### config.mk
export PLATFORM = sky130hd
export DESIGN_NAME = multicycle_control_unit
export DESIGN_NICKNAME = d
export VERILOG_FILES = /design/src/rtl/multicycle_control_unit.sv
export SDC_FILE = /design/constraint.sdc
export NUM_CORES = 1
export LEC_CHECK = 0
export BUFFER_PORTS_ARGS = -buffer_cell sky130_fd_sc_hd__clkbuf_2
export CAP_MARGIN = 10
export CELL_PAD_IN_SITES_DETAIL_PLACEMENT = 0
export CELL_PAD_IN_SITES_GLOBAL_PLACEMENT = 1
export CORE_MARGIN = 2
export CORE_UTILIZATION = 29
export CTS_CLUSTER_DIAMETER = 60
export CTS_CLUSTER_SIZE = 14
export DETAILED_ROUTE_END_ITERATION = 6
export PLACE_DENSITY = 0.7
export SYNTH_ARGS = -nofsm -noshare
export SYNTH_HDL_FRONTEND = slang
export SYNTH_SLANG_ARGS = --single-unit
### constraint.sdc
create_clock -name i_clk -period 1.2 [get_ports i_clk]
set_input_delay 0.06 -clock i_clk [delete_from_list [all_inputs] [get_ports i_clk]]
set_output_delay 0.06 -clock i_clk [all_outputs]
set_load 0.02 [all_outputs]
### src/rtl/multicycle_control_unit.sv
// Moore control FSM sequencing the multi-cycle MIPS datapath over 3-5 cycles per instruction.
// Optional memory wait states: define UC_MEM_HANDSHAKE_EN to stall FETCH/MEMREAD/MEMWRITE on i_mem_ready.
module multicycle_control_unit #(
  parameter int ALUOP_W = 2,
  parameter int STATE_W = 4
) (
  input  logic               i_clk,
  input  logic               i_rst_n,
  input  logic [5:0]         i_opcode,
  input  logic               i_mem_ready,
  output logic               o_pc_write,
  output logic               o_pc_write_cond,
  output logic               o_branch_ne,
  output logic               o_iord,
  output logic               o_mem_read,
  output logic               o_mem_write,
  output logic               o_ir_write,
  output logic               o_mem_to_reg,
  output logic               o_reg_dst,
  output logic               o_reg_write,
  output logic               o_alu_src_a,
  output logic [1:0]         o_alu_src_b,
  output logic [1:0]         o_pc_source,
  output logic [ALUOP_W-1:0] o_alu_op,
  output logic               o_illegal_op,
  output logic               o_instr_done,
  output logic [STATE_W-1:0] o_state
);

  localparam logic [5:0] OP_RTYPE = 6'b000000;
  localparam logic [5:0] OP_IARTH = 6'b000001;
  localparam logic [5:0] OP_LW    = 6'b100010;
  localparam logic [5:0] OP_LWI   = 6'b100011;
  localparam logic [5:0] OP_SW    = 6'b101010;
  localparam logic [5:0] OP_BEQ   = 6'b000100;
  localparam logic [5:0] OP_BNE   = 6'b000110;
  localparam logic [5:0] OP_J     = 6'b000010;

  localparam logic [STATE_W-1:0] S_FETCH    = STATE_W'(0);
  localparam logic [STATE_W-1:0] S_DECODE   = STATE_W'(1);
  localparam logic [STATE_W-1:0] S_MEMADDR  = STATE_W'(2);
  localparam logic [STATE_W-1:0] S_MEMREAD  = STATE_W'(3);
  localparam logic [STATE_W-1:0] S_MEMWB    = STATE_W'(4);
  localparam logic [STATE_W-1:0] S_MEMWRITE = STATE_W'(5);
  localparam logic [STATE_W-1:0] S_EXEC_R   = STATE_W'(6);
  localparam logic [STATE_W-1:0] S_EXEC_I   = STATE_W'(7);
  localparam logic [STATE_W-1:0] S_ALUWB    = STATE_W'(8);
  localparam logic [STATE_W-1:0] S_LOADIMM  = STATE_W'(9);
  localparam logic [STATE_W-1:0] S_LIWB     = STATE_W'(10);
  localparam logic [STATE_W-1:0] S_BRANCH   = STATE_W'(11);
  localparam logic [STATE_W-1:0] S_JUMP     = STATE_W'(12);
  localparam logic [STATE_W-1:0] S_ILLEGAL  = STATE_W'(13);

  logic [STATE_W-1:0] r_state;
  logic [STATE_W-1:0] w_state_next;
  logic [5:0]         r_opcode;
  logic               w_mem_ok;
  logic [1:0]         w_alu_op;

`ifdef UC_MEM_HANDSHAKE_EN
  assign w_mem_ok = i_mem_ready;
`else
  // Memory always completes in one cycle; the OR keeps the unused port referenced.
  assign w_mem_ok = i_mem_ready | 1'b1;
`endif

  always_comb begin
    w_state_next = S_FETCH;
    case (r_state)
      S_FETCH:    w_state_next = w_mem_ok ? S_DECODE : S_FETCH;
      S_DECODE: begin
        case (i_opcode)
          OP_LW, OP_SW:    w_state_next = S_MEMADDR;
          OP_RTYPE:        w_state_next = S_EXEC_R;
          OP_IARTH:        w_state_next = S_EXEC_I;
          OP_LWI:          w_state_next = S_LOADIMM;
          OP_BEQ, OP_BNE:  w_state_next = S_BRANCH;
          OP_J:            w_state_next = S_JUMP;
          default:         w_state_next = S_ILLEGAL;
        endcase
      end
      S_MEMADDR:  w_state_next = (r_opcode == OP_SW) ? S_MEMWRITE : S_MEMREAD;
      S_MEMREAD:  w_state_next = w_mem_ok ? S_MEMWB : S_MEMREAD;
      S_MEMWRITE: w_state_next = w_mem_ok ? S_FETCH : S_MEMWRITE;
      S_EXEC_R,
      S_EXEC_I:   w_state_next = S_ALUWB;
      S_LOADIMM:  w_state_next = S_LIWB;
      default:    w_state_next = S_FETCH;
    endcase
  end

  always_ff @(posedge i_clk) begin
    if (!i_rst_n) begin
      r_state  <= S_FETCH;
      r_opcode <= '0;
    end else begin
      r_state <= w_state_next;
      if (r_state == S_DECODE)
        r_opcode <= i_opcode;
    end
  end

  // Reset forces every output low, including the debug state.
  always_comb begin
    o_pc_write      = 1'b0;
    o_pc_write_cond = 1'b0;
    o_branch_ne     = 1'b0;
    o_iord          = 1'b0;
    o_mem_read      = 1'b0;
    o_mem_write     = 1'b0;
    o_ir_write      = 1'b0;
    o_mem_to_reg    = 1'b0;
    o_reg_dst       = 1'b0;
    o_reg_write     = 1'b0;
    o_alu_src_a     = 1'b0;
    o_alu_src_b     = 2'b00;
    o_pc_source     = 2'b00;
    w_alu_op        = 2'b00;
    o_illegal_op    = 1'b0;
    o_instr_done    = 1'b0;
    if (i_rst_n) begin
      case (r_state)
        S_FETCH: begin
          o_mem_read  = 1'b1;
          o_ir_write  = w_mem_ok;
          o_pc_write  = w_mem_ok;
          o_alu_src_b = 2'b01;
        end
        S_DECODE:   o_alu_src_b = 2'b11;
        S_MEMADDR: begin
          o_alu_src_a = 1'b1;
          o_alu_src_b = 2'b10;
        end
        S_LOADIMM: begin
          o_alu_src_a = 1'b1;
          o_alu_src_b = 2'b10;
          w_alu_op    = 2'b01;
        end
        S_MEMREAD: begin
          o_mem_read = 1'b1;
          o_iord     = 1'b1;
        end
        S_MEMWRITE: begin
          o_mem_write  = 1'b1;
          o_iord       = 1'b1;
          o_instr_done = w_mem_ok;
        end
        S_MEMWB: begin
          o_reg_write  = 1'b1;
          o_mem_to_reg = 1'b1;
          o_instr_done = 1'b1;
        end
        S_EXEC_R: begin
          o_alu_src_a = 1'b1;
          w_alu_op    = 2'b10;
        end
        S_EXEC_I: begin
          o_alu_src_a = 1'b1;
          o_alu_src_b = 2'b10;
          w_alu_op    = 2'b10;
        end
        S_ALUWB: begin
          o_reg_write  = 1'b1;
          o_reg_dst    = 1'b1;
          o_instr_done = 1'b1;
        end
        S_LIWB: begin
          o_reg_write  = 1'b1;
          o_instr_done = 1'b1;
        end
        S_BRANCH: begin
          o_alu_src_a     = 1'b1;
          w_alu_op        = 2'b01;
          o_pc_write_cond = 1'b1;
          o_pc_source     = 2'b01;
          o_branch_ne     = (r_opcode == OP_BNE);
          o_instr_done    = 1'b1;
        end
        S_JUMP: begin
          o_pc_write   = 1'b1;
          o_pc_source  = 2'b10;
          o_instr_done = 1'b1;
        end
        S_ILLEGAL: begin
          o_illegal_op = 1'b1;
          o_instr_done = 1'b1;
        end
        default: ;
      endcase
    end
  end

  assign o_alu_op = ALUOP_W'(w_alu_op);
  assign o_state  = i_rst_n ? r_state : '0;

endmodule

==> impl_metrics.json <==
{
  "status": "finished with violations",
  "violations": "setup timing",
  "firstDrtPassIters": 4,
  "grt_pass1_wl_mm": 4.809,
  "grt_max_degree": 14,
  "h-tree-depth": 1,
  "ff2ff_setup_slack_ps": -320,
  "setup_violations": 29,
  "tritoncts": "yes",
  "seq_area_frac_synth_pct": 25.89,
  "wire_per_inst_um": 17.21,
  "die_area_mm2": 0.003095,
  "dp_hpwl_mm": 1.838,
  "cts.clk_slew.worst_paths_ps": 60,
  "cap_violations": 0,
  "final_cells": 202,
  "nets": 182,
  "critPathKind": "flip-flop to output pin",
  "ys_ff_latch": 10,
  "die_x_um": 55.64,
  "postSynthAreaPerCell_um2": 7.435,
  "final_util_pct": 74.02,
  "synth_cells": 104,
  "synthArstFlopShare_pct": 0,
  "mostFrequentLayoutCells": "buf_6, buf_4, clkbuf_2, buf_8, nor2_4",
  "r2r_start": "r_opcode[1]$_SDFFE_PN0P_",
  "final_hold_viol_count": 0,
  "clock_skew_ps": 0.9192,
  "num-fill-cells": 154,
  "worst_pin_slew_ps": 381.6,
  "critPathMaxFanout": 2,
  "ctsLongestPathBuffers": 2,
  "dr_total_vias": 1055,
  "layout_setup_ws_ps": -358.5,
  "drc_errors": 0,
  "synth_top_flop_cell": "dfxtp_1",
  "synth_simple_gate_area_share_pct": 44.01,
  "final_common_cell": "buf_6",
  "diodes": 0,
  "worstSetupStartpointType": "flip-flop",
  "drt-total-wl_mm": 3.476,
  "port_buffers": 30,
  "required_ps": 1140,
  "syn-cell-area_um2": 773.2,
  "slew_viol_final": 0,
  "die_h_um": 55.64,
  "end_kind": "output pin",
  "drtIter0Drc": 28,
  "power_density_mw_per_mm2": 834.0,
  "grt_pass1_vias": 1042,
  "io_pins": 32,
  "hold_path.class": "primary input to flip-flop",
  "cts_buffers": 3,
  "dp_cells": 183,
  "vias_per_cell": 5.223,
  "gp_congestion": 0.7657,
  "min_path_cells": 3,
  "synth.area.mux_share_pct": 7.767,
  "cts-hold-fix-buffers": 0,
  "synth_compound_area_share_pct": 15.05,
  "initial_core_util_pct": 30.93,
  "ys.warnings.count": 0,
  "fin_crit_ps": 1559,
  "irDropWorstVdd_uv": 721.8,
  "drive_above_1_share_pct": 76.16,
  "area_growth_syn_to_layout_pct": 139.3,
  "whs_endpoint": "r_opcode[3]$_SDFFE_PN0P_",
  "max_slew_margin_pct": 74.23,
  "antenna_found_initial": 0,
  "synth_xor_area_share_pct": 0,
  "drtAntennaViolNets": 0,
  "max_freq_mhz": 641.6,
  "synth_adder_area_share_pct": 0,
  "coreArea_mm2": 0.002500,
  "insertion_delay_ps": 270,
  "synth_top_family_by_area": "simple AND/OR/NAND/NOR gates",
  "grt_util_all_layers_pct": 19.63,
  "ys_types": 35,
  "rsz0062_at_grt": "yes",
  "core.rowCount": 18,
  "synth_edf_count": 0,
  "leakage_nw": 0.8003,
  "cts.sinks": 10,
  "clockRootBuffer": "clkbuf_4",
  "critPathArrivalTime_ps": 1500,
  "fin_crit_sh_pct": 129.9,
  "rr_worst_depth": 6,
  "synth_nets": 113,
  "min_from": "i_opcode[3]",
  "overflow": 0,
  "regToRegEndpoint": "r_state[1]$_SDFF_PN0_"
}
-- critical path: stages (launching register included) --
cell,delay [ps]
dfxtp_2,320
or3b_4,400
nor4b_2,200
and2_1,170
clkbuf_8,140
-- report_power, final --
part	internal, W	total (W)	switching (W)
logic	0.000440	0.000842	0.000401
clock network	0.000184	0.000303	0.000118
registers	0.000363	0.000399	0.0000361
-- cells in the mapped netlist (all sizes together) (2+ instances only) --
cell type   n  area share (%)
nand2      13             6.3
nor2       11             5.3
dfxtp      10              26
nor2b       9             7.3
mux2i       6             7.8
a21oi       5             3.2
and2        5             4.0
buf         5             4.7
nor3        5             4.7
nand2b      4             3.2
inv         3             1.5
o21a        3             2.9
a21boi      2             1.9
clkbuf      2             1.1
nand3       2             1.3
o41ai       2             2.3
or3         2             1.6
or4b        2             2.6
-- logic make-up after synthesis --
| kind of cell | after synthesis |
|---|---|
| multiplexers | 6 |
| AND/OR/NAND/NOR | 61 |
| AO/OA/AOI/OAI | 17 |
| buffers and inverters | 10 |
| flip-flops | 10 |
-- per-layer routing --
layer	track usage [%]	share of wire, %
met5	0	0
met4	9.408	1.7
met3	2.558	3.3
met2	36.56	57
met1	21.65	38
-- how the worst max path moves through the flow --
stage,from,end,cells past startpoint
2_1_floorplan,r_state[0]$_SDFF_PN0_,o_branch_ne,4
5_1_grt,r_opcode[0]$_SDFFE_PN0P_,o_branch_ne,4
3_5_place_dp,r_opcode[0]$_SDFFE_PN0P_,r_state[2]$_SDFF_PN0_,4
4_1_cts,r_opcode[0]$_SDFFE_PN0P_,o_branch_ne,4
6_report,r_opcode[0]$_SDFFE_PN0P_,o_branch_ne,4
3_3_place_gp,r_opcode[0]$_SDFFE_PN0P_,o_branch_ne,4
-- timing repair --
action | in CTS | in global routing
pin swaps | 15 | 17
buffers inserted | 11 | 8
endpoints found under the setup margin | 28 | 31
gates resized for setup | 96 | 67
-- state kept, by name, summed over array words and instances (netlist names) --
signal and flops:
r_opcode 6, r_state 4
-- final cells by class --
cell class | count | area, um^2 | area share (%)
clock buffer | 4 | 36.28 | 1.961
inverter | 3 | 21.27 | 1.149
tap | 30 | 37.54 | 2.028
sequential | 10 | 217.7 | 11.76
timing repair buffer | 71 | 733.2 | 39.62
multi-input combinational | 84 | 804.5 | 43.48
-- per-stage QoR --
| step | hold WS, ps | total power, W | TNS (ps) | instance area (um^2) | setup WS (ps) |
|---|---|---|---|---|---|
| 5_1_grt | 159.4 | 0.001621 | -7498 | 1851 | -429.2 |
| 6_report | 148.1 | 0.001543 | -6025 | 1851 | -358.5 |
| 3_3_place_gp | 399.5 | 0.0008477 | -639.9 | 1150 | -126.4 |
| 2_1_floorplan | 229.1 | 0.0006688 | -47.79 | 818.3 | -43.93 |
| 4_1_cts | 140.8 | 0.001377 | -4459 | 1617 | -352.5 |
| 3_5_place_dp | 404.2 | 0.0008536 | -848.8 | 1150 | -112.4 |
(Power assumes the default switching activity.)
